### config.mk
export PLATFORM = sky130hd
export DESIGN_NAME = load_store_unit
export DESIGN_NICKNAME = d
export VERILOG_FILES = /design/src/rtl/riscv_pkg.sv /design/src/rtl/lsu_load_align.sv /design/src/rtl/load_store_unit.sv
export SDC_FILE = /design/constraint.sdc
export NUM_CORES = 1
export LEC_CHECK = 0
export CORE_ASPECT_RATIO = 1.2
export CORE_UTILIZATION = 47
export DETAILED_ROUTE_END_ITERATION = 10
export PLACE_DENSITY = 0.85
export SLEW_MARGIN = 0
export SYNTH_ARGS = -nofsm -noshare
export SYNTH_HDL_FRONTEND = slang
export SYNTH_SLANG_ARGS = --single-unit
### constraint.sdc
create_clock -name clk -period 3.5 [get_ports clk]
set_input_delay 0.7 -clock clk [delete_from_list [all_inputs] [get_ports clk]]
set_output_delay 0.7 -clock clk [all_outputs]
set_load 0.05 [all_outputs]
### src/rtl/riscv_pkg.sv
// Shared RV32I load/store encodings, LSU state type and the access legality/lane helpers.
package riscv_pkg;

  localparam logic [2:0] FUNCT3_LB  = 3'b000;
  localparam logic [2:0] FUNCT3_LH  = 3'b001;
  localparam logic [2:0] FUNCT3_LW  = 3'b010;
  localparam logic [2:0] FUNCT3_LBU = 3'b100;
  localparam logic [2:0] FUNCT3_LHU = 3'b101;
  localparam logic [2:0] FUNCT3_SB  = 3'b000;
  localparam logic [2:0] FUNCT3_SH  = 3'b001;
  localparam logic [2:0] FUNCT3_SW  = 3'b010;

  typedef enum logic [1:0] {
    IDLE = 2'd0,
    REQ  = 2'd1,
    DONE = 2'd2
  } lsu_state_t;

  // Size comes from funct3[1:0] for both loads and stores; alignment is checked on it.
  function automatic logic access_legal(input logic rd, input logic wr,
                                        input logic [2:0] f3, input logic [1:0] a);
    logic size_ok;
    logic align_ok;
    size_ok  = 1'b0;
    align_ok = 1'b1;
    if (rd && !wr)
      size_ok = (f3 == FUNCT3_LB) || (f3 == FUNCT3_LH) || (f3 == FUNCT3_LW) ||
                (f3 == FUNCT3_LBU) || (f3 == FUNCT3_LHU);
    else if (wr && !rd)
      size_ok = (f3 == FUNCT3_SB) || (f3 == FUNCT3_SH) || (f3 == FUNCT3_SW);
    case (f3[1:0])
      2'b01:   align_ok = ~a[0];
      2'b10:   align_ok = (a == 2'b00);
      default: align_ok = 1'b1;
    endcase
    return size_ok && align_ok;
  endfunction

  function automatic logic [3:0] lane_be(input logic [2:0] f3, input logic [1:0] a);
    case (f3[1:0])
      2'b00:   return 4'b0001 << a;
      2'b01:   return a[1] ? 4'b1100 : 4'b0011;
      default: return 4'b1111;
    endcase
  endfunction

  function automatic logic [31:0] lane_wdata(input logic [2:0] f3, input logic [31:0] sd);
    case (f3[1:0])
      2'b00:   return {4{sd[7:0]}};
      2'b01:   return {2{sd[15:0]}};
      default: return sd;
    endcase
  endfunction

endpackage

### src/rtl/lsu_load_align.sv
// Selects the addressed byte/half of a read word and sign- or zero-extends it.
module lsu_load_align
  import riscv_pkg::*;
(
  input  logic [31:0] rdata,
  input  logic [1:0]  addr_lo,
  input  logic [2:0]  funct3,
  output logic [31:0] load_data
);

  logic [7:0]  byte_v;
  logic [15:0] half_v;

  always_comb begin
    byte_v = rdata[{addr_lo, 3'b000} +: 8];
    half_v = rdata[{addr_lo[1], 4'b0000} +: 16];
    case (funct3)
      FUNCT3_LB:  load_data = {{24{byte_v[7]}}, byte_v};
      FUNCT3_LH:  load_data = {{16{half_v[15]}}, half_v};
      FUNCT3_LBU: load_data = {24'd0, byte_v};
      FUNCT3_LHU: load_data = {16'd0, half_v};
      default:    load_data = rdata;
    endcase
  end

endmodule

### src/rtl/load_store_unit.sv
// RV32I load/store unit: one data-memory access at a time over a req/ready bus,
// stalling the core from acceptance until the access completes or times out.
module load_store_unit
  import riscv_pkg::*;
#(
  parameter int TIMEOUT_CYCLES = 255
) (
  input  logic        clk,
  input  logic        rst_n,
  input  logic        mem_read,
  input  logic        mem_write,
  input  logic [2:0]  funct3,
  input  logic [31:0] addr,
  input  logic [31:0] store_data,
  output logic        stall,
  output logic [31:0] load_data,
  output logic        access_fault,
  output logic        bus_err,
  output logic        dmem_req,
  output logic        dmem_we,
  output logic [31:0] dmem_addr,
  output logic [3:0]  dmem_be,
  output logic [31:0] dmem_wdata,
  input  logic        dmem_ready,
  input  logic [31:0] dmem_rdata
);

  localparam logic [7:0] CNT_LAST = 8'(TIMEOUT_CYCLES - 1);

  lsu_state_t  state_q, state_d;
  logic [7:0]  cnt_q, cnt_d;
  logic        req_q, req_d;
  logic        we_q, we_d;
  logic [31:0] addr_q, addr_d;
  logic [1:0]  addr_lo_q, addr_lo_d;
  logic [2:0]  funct3_q, funct3_d;
  logic [3:0]  be_q, be_d;
  logic [31:0] wdata_q, wdata_d;
  logic [31:0] data_q, data_d;
  logic        bus_err_q, bus_err_d;

  logic        access;
  logic        legal;
  logic [31:0] aligned;

  // Alignment works on the latched address/size so late input changes cannot disturb it.
  lsu_load_align u_align (
    .rdata     (dmem_rdata),
    .addr_lo   (addr_lo_q),
    .funct3    (funct3_q),
    .load_data (aligned)
  );

  always_comb begin
    access       = (mem_read | mem_write) & rst_n;
    legal        = access_legal(mem_read, mem_write, funct3, addr[1:0]);
    state_d      = state_q;
    cnt_d        = cnt_q;
    req_d        = req_q;
    we_d         = we_q;
    addr_d       = addr_q;
    addr_lo_d    = addr_lo_q;
    funct3_d     = funct3_q;
    be_d         = be_q;
    wdata_d      = wdata_q;
    data_d       = data_q;
    bus_err_d    = 1'b0;
    stall        = 1'b0;
    access_fault = 1'b0;
    case (state_q)
      IDLE: begin
        if (access && legal) begin
          stall     = 1'b1;
          state_d   = REQ;
          req_d     = 1'b1;
          cnt_d     = 8'd0;
          we_d      = mem_write;
          addr_d    = {addr[31:2], 2'b00};
          addr_lo_d = addr[1:0];
          funct3_d  = funct3;
          be_d      = lane_be(funct3, addr[1:0]);
          wdata_d   = lane_wdata(funct3, store_data);
        end else if (access) begin
          access_fault = 1'b1;
        end
      end
      REQ: begin
        stall = 1'b1;
        cnt_d = cnt_q + 8'd1;
        // Ready wins over a timeout landing on the same cycle.
        if (dmem_ready) begin
          data_d  = aligned;
          state_d = DONE;
          req_d   = 1'b0;
        end else if (cnt_q == CNT_LAST) begin
          data_d    = 32'd0;
          bus_err_d = 1'b1;
          state_d   = DONE;
          req_d     = 1'b0;
        end
      end
      default: begin
        state_d = IDLE;
      end
    endcase
  end

  always_ff @(posedge clk or negedge rst_n) begin
    if (!rst_n) begin
      state_q   <= IDLE;
      cnt_q     <= 8'd0;
      req_q     <= 1'b0;
      we_q      <= 1'b0;
      addr_q    <= 32'd0;
      addr_lo_q <= 2'd0;
      funct3_q  <= 3'd0;
      be_q      <= 4'd0;
      wdata_q   <= 32'd0;
      data_q    <= 32'd0;
      bus_err_q <= 1'b0;
    end else begin
      state_q   <= state_d;
      cnt_q     <= cnt_d;
      req_q     <= req_d;
      we_q      <= we_d;
      addr_q    <= addr_d;
      addr_lo_q <= addr_lo_d;
      funct3_q  <= funct3_d;
      be_q      <= be_d;
      wdata_q   <= wdata_d;
      data_q    <= data_d;
      bus_err_q <= bus_err_d;
    end
  end

  assign load_data  = data_q;
  assign bus_err    = bus_err_q;
  assign dmem_req   = req_q;
  assign dmem_we    = we_q;
  assign dmem_addr  = addr_q;
  assign dmem_be    = be_q;
  assign dmem_wdata = wdata_q;

endmodule

# --- After elaboration in Yosys (flattened, before gate mapping) ---
# Index checks and enable logic that the tools add are counted.
word_totals:
  regBits: 116
  output_inout_bits: 105
  wordCells: 80
classes:
  add_sub_neg: 1
  n_eq_ne: 13
  n_shift: 3
  muxes: 27
  bitwise: 3
  n_reduce_logical: 22
op_table:
  columns: ["cell", "count"]
  rows:
  - ["$pmux W32 S4", 1]
  - ["$mux W32", 2]
  - ["$pmux W32 S2", 1]
  - ["$shiftx A32 B6 Y16", 1]
  - ["$shiftx A32 B6 Y8", 1]
  - ["$pmux W8 S2", 1]
  - ["$eq A3 B3 Y1 const B", 4]
  - ["$mux W1", 12]
  - ["$add A8 B1 Y8 const B", 1]
  - ["$eq A8 B8 Y1 const B", 1]
  - ["$mux W8", 1]
  - ["$pmux W4 S2", 1]
  - ["$reduce_and A2 Y1", 4]
  - ["$eq A3 B1 Y1 const B", 2]
  - ["$logic_not A2 Y1", 3]
  - ["$logic_not A3 Y1", 2]
  - ["$mux W2", 3]
  - ["$pmux W1 S2", 3]
  - ["$eq A2 B1 Y1 const B", 2]
  - ["$logic_and A1 B1 Y1", 4]
  - ["$logic_or A1 B1 Y1", 4]
  - ["$mux W4", 1]
  - ["$pmux W2 S2", 1]
  - ["$reduce_bool A2 Y1", 2]
  - ["10 further kinds", 11]

# --- Logic depth before layout (Yosys ltp) ---
# Gate-level depths: netlist (run 1).
depth:
  ltp_word: 10
  depth_mapped: 10
  depth_no_buf: 6

# --- Modules after synthesis ---
# A second synthesis (run 1) with hierarchy kept.
unflattened:
  hier_cells: 483
  hier_area_um2: 5943.2
modules_own_cells:
  columns: ["module", "instances", "cells_per_inst", "area_each_um2", "seq_area_each_um2"]
  rows:
  - ["load_store_unit", 1, 365, 5148.7, 2902.8]
  - ["lsu_load_align", 1, 118, 794.5, 0.0]

# --- Least setup slack after synthesis (run 1) ---
# OpenSTA, ideal clock, no wires.
synth_path:
  kind: "input-to-output"
  start: "in funct3[0]"
  end: "out access_fault"
  arrival_time_ns: 2.710
  t_required_ns: 2.800
  slack_ns: 0.090
  path_stages: 8
  path_buffers: 2
  path_cell_list: "inv_1 ha_1 buf_4 or2_1 buf_2 a21oi_2 nor3_1 nor3_1"
synth_via:
  elab_chain_len: 10
  word_cells_on_any_way: 18
synth_rtl:
  columns: ["element", "line", "rtl"]
  rows:
  - ["start, declared", "load_store_unit.sv:12", "input logic [2:0] funct3,"]
  - ["$eq A3 B1 Y1 or $logic_not A3 Y1 (tied branches)", "riscv_pkg.sv:27, riscv_pkg.sv:30", null]
  - ["$logic_or A1 B1 Y1 (2 in a row)", "riscv_pkg.sv:27, riscv_pkg.sv:30", null]
  - ["$logic_or A1 B1 Y1", "riscv_pkg.sv:27", "size_ok = (f3 == FUNCT3_LB) || (f3 == FUNCT3_LH) || (f3 == FUNCT3_LW) ||"]
  - ["$logic_or A1 B1 Y1", "riscv_pkg.sv:28", "(f3 == FUNCT3_LBU) || (f3 == FUNCT3_LHU);"]
  - ["$mux W1", "riscv_pkg.sv:26", "if (rd && !wr)"]
  - ["$logic_and A1 B1 Y1 *", "riscv_pkg.sv:36", "return size_ok && align_ok;"]
  - ["$logic_and A1 B1 Y1 *", "load_store_unit.sv:72", "if (access && legal) begin"]
  - ["$mux W1 *", "load_store_unit.sv:72", null]
  - ["$mux W1 *", "load_store_unit.sv:70", "case (state_q)"]
  - ["end, declared", "load_store_unit.sv:17", "output logic access_fault,"]
# Every way passes the cells marked *; elsewhere a longest branch is shown, timed or not.

# --- Worst setup path in the final report (run 1) ---
layout_path:
  start: "in funct3[0]"
  end: "out stall"
layout_via:
  elab_chain_len: 10
  word_cells_on_any_way: 18
layout_rtl:
  columns: ["element", "line", "rtl"]
  rows:
  - ["$eq A3 B1 Y1 or $logic_not A3 Y1 (tied branches)", "riscv_pkg.sv:27, riscv_pkg.sv:30", null]
  - ["$logic_or A1 B1 Y1 (2 in a row)", "riscv_pkg.sv:27, riscv_pkg.sv:30", null]
  - ["$logic_or A1 B1 Y1", "riscv_pkg.sv:27", null]
  - ["$logic_or A1 B1 Y1", "riscv_pkg.sv:28", null]
  - ["$mux W1", "riscv_pkg.sv:26", null]
  - ["$logic_and A1 B1 Y1 *", "riscv_pkg.sv:36", null]
  - ["$logic_and A1 B1 Y1 *", "load_store_unit.sv:72", null]
  - ["$mux W1 *", "load_store_unit.sv:72", null]
  - ["$pmux W1 S2 *", "load_store_unit.sv:70", null]
  - ["end, declared", "load_store_unit.sv:15", "output logic stall,"]
# Marks and branches as above.

==> impl_metrics.toml, run 1 <==
[power_and_ir_drop]
switching_share_pct = 43.3
switching_power_w = 0.00338
powerDensity_nw_per_um2 = 948
ir_worst_vdd_v = 0.000635
finalPower_w = 0.00780
clock_power_share_pct = 21.7
leakage_nw = 3.51
seq_power_share_pct = 29.1
intPower_w = 0.00442
comb_power_share_pct = 49.2

[synth]
ys_seq_elements = 116
synth_area_sq_um = 5470
synth_edf_count = 0
ys_types = 50
ys_warn_count = 0
ys_seq_area_share_pct = 53.1
syn_avg_cell_area_sq_um = 11.9
synthFlopType = "dfrtp_1"
synthCells = 459
async_reset_ff_share_pct = 100

[sta]
slew_headroom_pct = 42.0
finalHoldViolCount = 0
max_freq_mhz = 304
finClkSkew_ns = 0.00684
period_needed_ns = 3.29
setup_viol = 0
tightestPinTransition_ns = 0.869
post-route-period-util_pct = 93.9
fin_setup_tns_ns = 0
rsz0062_at_grt = "false"
maxSlewViolCount = 0

[global_routing]
first_global_vias = 4695
grt_pass1_wl_mm = 24.3
grt.total_usage_pct = 26.2
antenna_found_initial = 0
grt_overflow_total = 0
grt_max_degree = 70

[setup_path]
cp_max_fo = 4
critPathKind = "primary input to output port"
end_kind = "output port"
cp.required_ns = 2.80
r2r_setup_slack_ns = 1.18
start_kind = "primary input"
cp.arrival_ns = 2.59
worstSetupStartpoint = "funct3[0]"
r2r_cells = 4
r2r_end = "load_data[23]$_DFFE_PN0P_"
timing.rr.start = "state_q[0]$_DFFE_PN0P_"
critPathCapture = "stall"

[cells_and_area]
area_growth_syn_to_layout_pct = 50.5
multi_input_area_sq_um = 2350
final_common_cell = "clkdlybuf4s50_1"
diodes = 0
num-fill-cells = 758
fin_area_sq_um = 8230
final_cell_mix = "clkdlybuf4s50_1, dfrtp_1, mux2_1, nand2_1, mux2_2"
nNetsFinal = 771
seqCellArea_sq_um = 2900
drive_above_1_share_pct = 12.5

[clocking]
clkTransAtPathRegs_ns = 0.05
cts.sinks = 116
cts_buffers = 17
cts_resized = 0
holdBufCountCts = 0
htreeDepth = 4
tritoncts = "done"
cts_setup_buffers = 0
cts_buffer_depth = 2
clkLatencyLatePin_ns = 0.40
cts-root-buf = "clkbuf_16"

[place]
port_buffers = 206
dpl_cell_area_sq_um = 7650
dpl.hpwl_mm = 10.7
globalplace.congestion = 0.856

[floorplan]
die_w_um = 100
die_h_um = 120
num_io_pins = 209
rows = 42
start_util_pct = 48.8
dieArea_sq_um = 12100
coreArea_sq_um = 11200

[routing]
routed_via_density = 5.48
first_iter_violations = 164
wl_per_cell_um = 18.1
ant_nets = 0
dr.pass1.iters = 4
vias = 4532
drc = 0
wl_mm = 15.0

[job]
cap_violations = 0

[run_status]
status = "completed"

[hold_path]
hold_class = "primary input to asynchronous set/reset pin"
power groups by stage:
stage	sequential (W)	clock, W	combinational (W)
finish	0.00227	0.00169	0.00384
global route	0.00234	0.00177	0.00401
CTS	0.00227	0.00172	0.00386
detailed placement	0.00228	0	0.00384
global placement	0.00224	0	0.00379
floorplan	0.00392	0	0.000785
worst min path at each step:
stage,cells after the start,start,end
detailed placement,1,dmem_addr[27]$_DFFE_PN0P_,dmem_addr[27]$_DFFE_PN0P_
floorplan,0,rst_n,addr_lo_q[0]$_DFFE_PN0P_
global route,2,rst_n,load_data[23]$_DFFE_PN0P_
global placement,1,dmem_addr[30]$_DFFE_PN0P_,dmem_addr[30]$_DFFE_PN0P_
finish,2,rst_n,load_data[23]$_DFFE_PN0P_
CTS,2,rst_n,load_data[23]$_DFFE_PN0P_
per-stage QoR:
stage / utilization [%] / hold slack (ns) / setup WS [ns] / std cells
2_1_floorplan: - / 0.404 / 0.0898 / 460
3_5_place_dp: 68.3 / 0.474 / 0.210 / 797
5_1_grt: 73.5 / 0.451 / 0.0902 / 827
3_3_place_gp: 68.3 / 0.467 / 0.235 / 797
6_report: 73.5 / 0.401 / 0.212 / 827
4_1_cts: 73.5 / 0.417 / 0.210 / 827
routing by layer:
metal  global-route usage [%]  up-vias  part of all wire, %
met5                        0        -                    0
met4                     9.15        0                  1.9
met3                     9.84       27                  8.5
met2                     44.2      210                   51
met1                     30.4     2226                   39
li1                         -     2069                    -
worst max-delay path: stages:
cell	delay [ns]
clkdlybuf4s50_1	0.45
inv_1	0.10
ha_1	0.18
inv_1	0.05
o311a_1	0.39
or3_1	0.42
nand2_1	0.14
buf_12	0.15
cells by family after synthesis:
| group | after synthesis | synth area share [%] |
|---|---|---|
| flops | 116 | 53.1 |
| simple gates | 108 | 10.2 |
| compound gates | 103 | 13.8 |
| mux | 82 | 17.3 |
| buf+inv | 42 | 4.03 |
| fa+ha+maj | 5 | 1.14 |
| xor+xnor | 2 | 0.321 |
| other cells | 1 | 0.0686 |
cells in the mapped netlist (8+ instances only):
library cell    n  area, sq um
a22oi_1         8         60.1
nor2_1         11         41.3
o2bb2ai_1      16          140
nand2_1        37          139
inv_1           9         33.8
o22ai_1         8         50.1
o21ai_0        25          125
a22o_1         23          201
nand2b_1       27          169
clkbuf_1       17         63.8
mux2_1         40          450
nand3_1        12         60.1
dfrtp_1       116         2900
mux2_2         35          394
sequential cells by signal (all words and copies together), names as in the netlist:
| name | count |
|---|---|
| cnt_q | 8 |
| dmem_addr | 30 |
| dmem_wdata | 32 |
| dmem_be | 4 |
| funct3_q | 3 |
| dmem_we | 1 |
| bus_err | 1 |
| load_data | 32 |
| addr_lo_q | 2 |
| state_q | 2 |
| dmem_req | 1 |
area by class of cell:
type	instances	share of cell area [%]
sequential	116	35.3
multi-input combinational	302	28.6
timing repair buffer	215	26.3
clock buffer	26	6.19
tap	154	2.34
clock inverter	4	0.852
inverter	10	0.456
Note: power is estimated with default switching activity, not from simulation.
==> run 2, diff against run 1 <==
- ABC_AREA: default -> 0
==> results of run 2 <==
Final layout, timing and power as in run 1 (identical DEF).
==> run 3, diff against run 2 <==
- ABC_AREA: 0 -> default
==> results of run 3 <==
Final layout, timing and power as in run 1 (identical DEF).
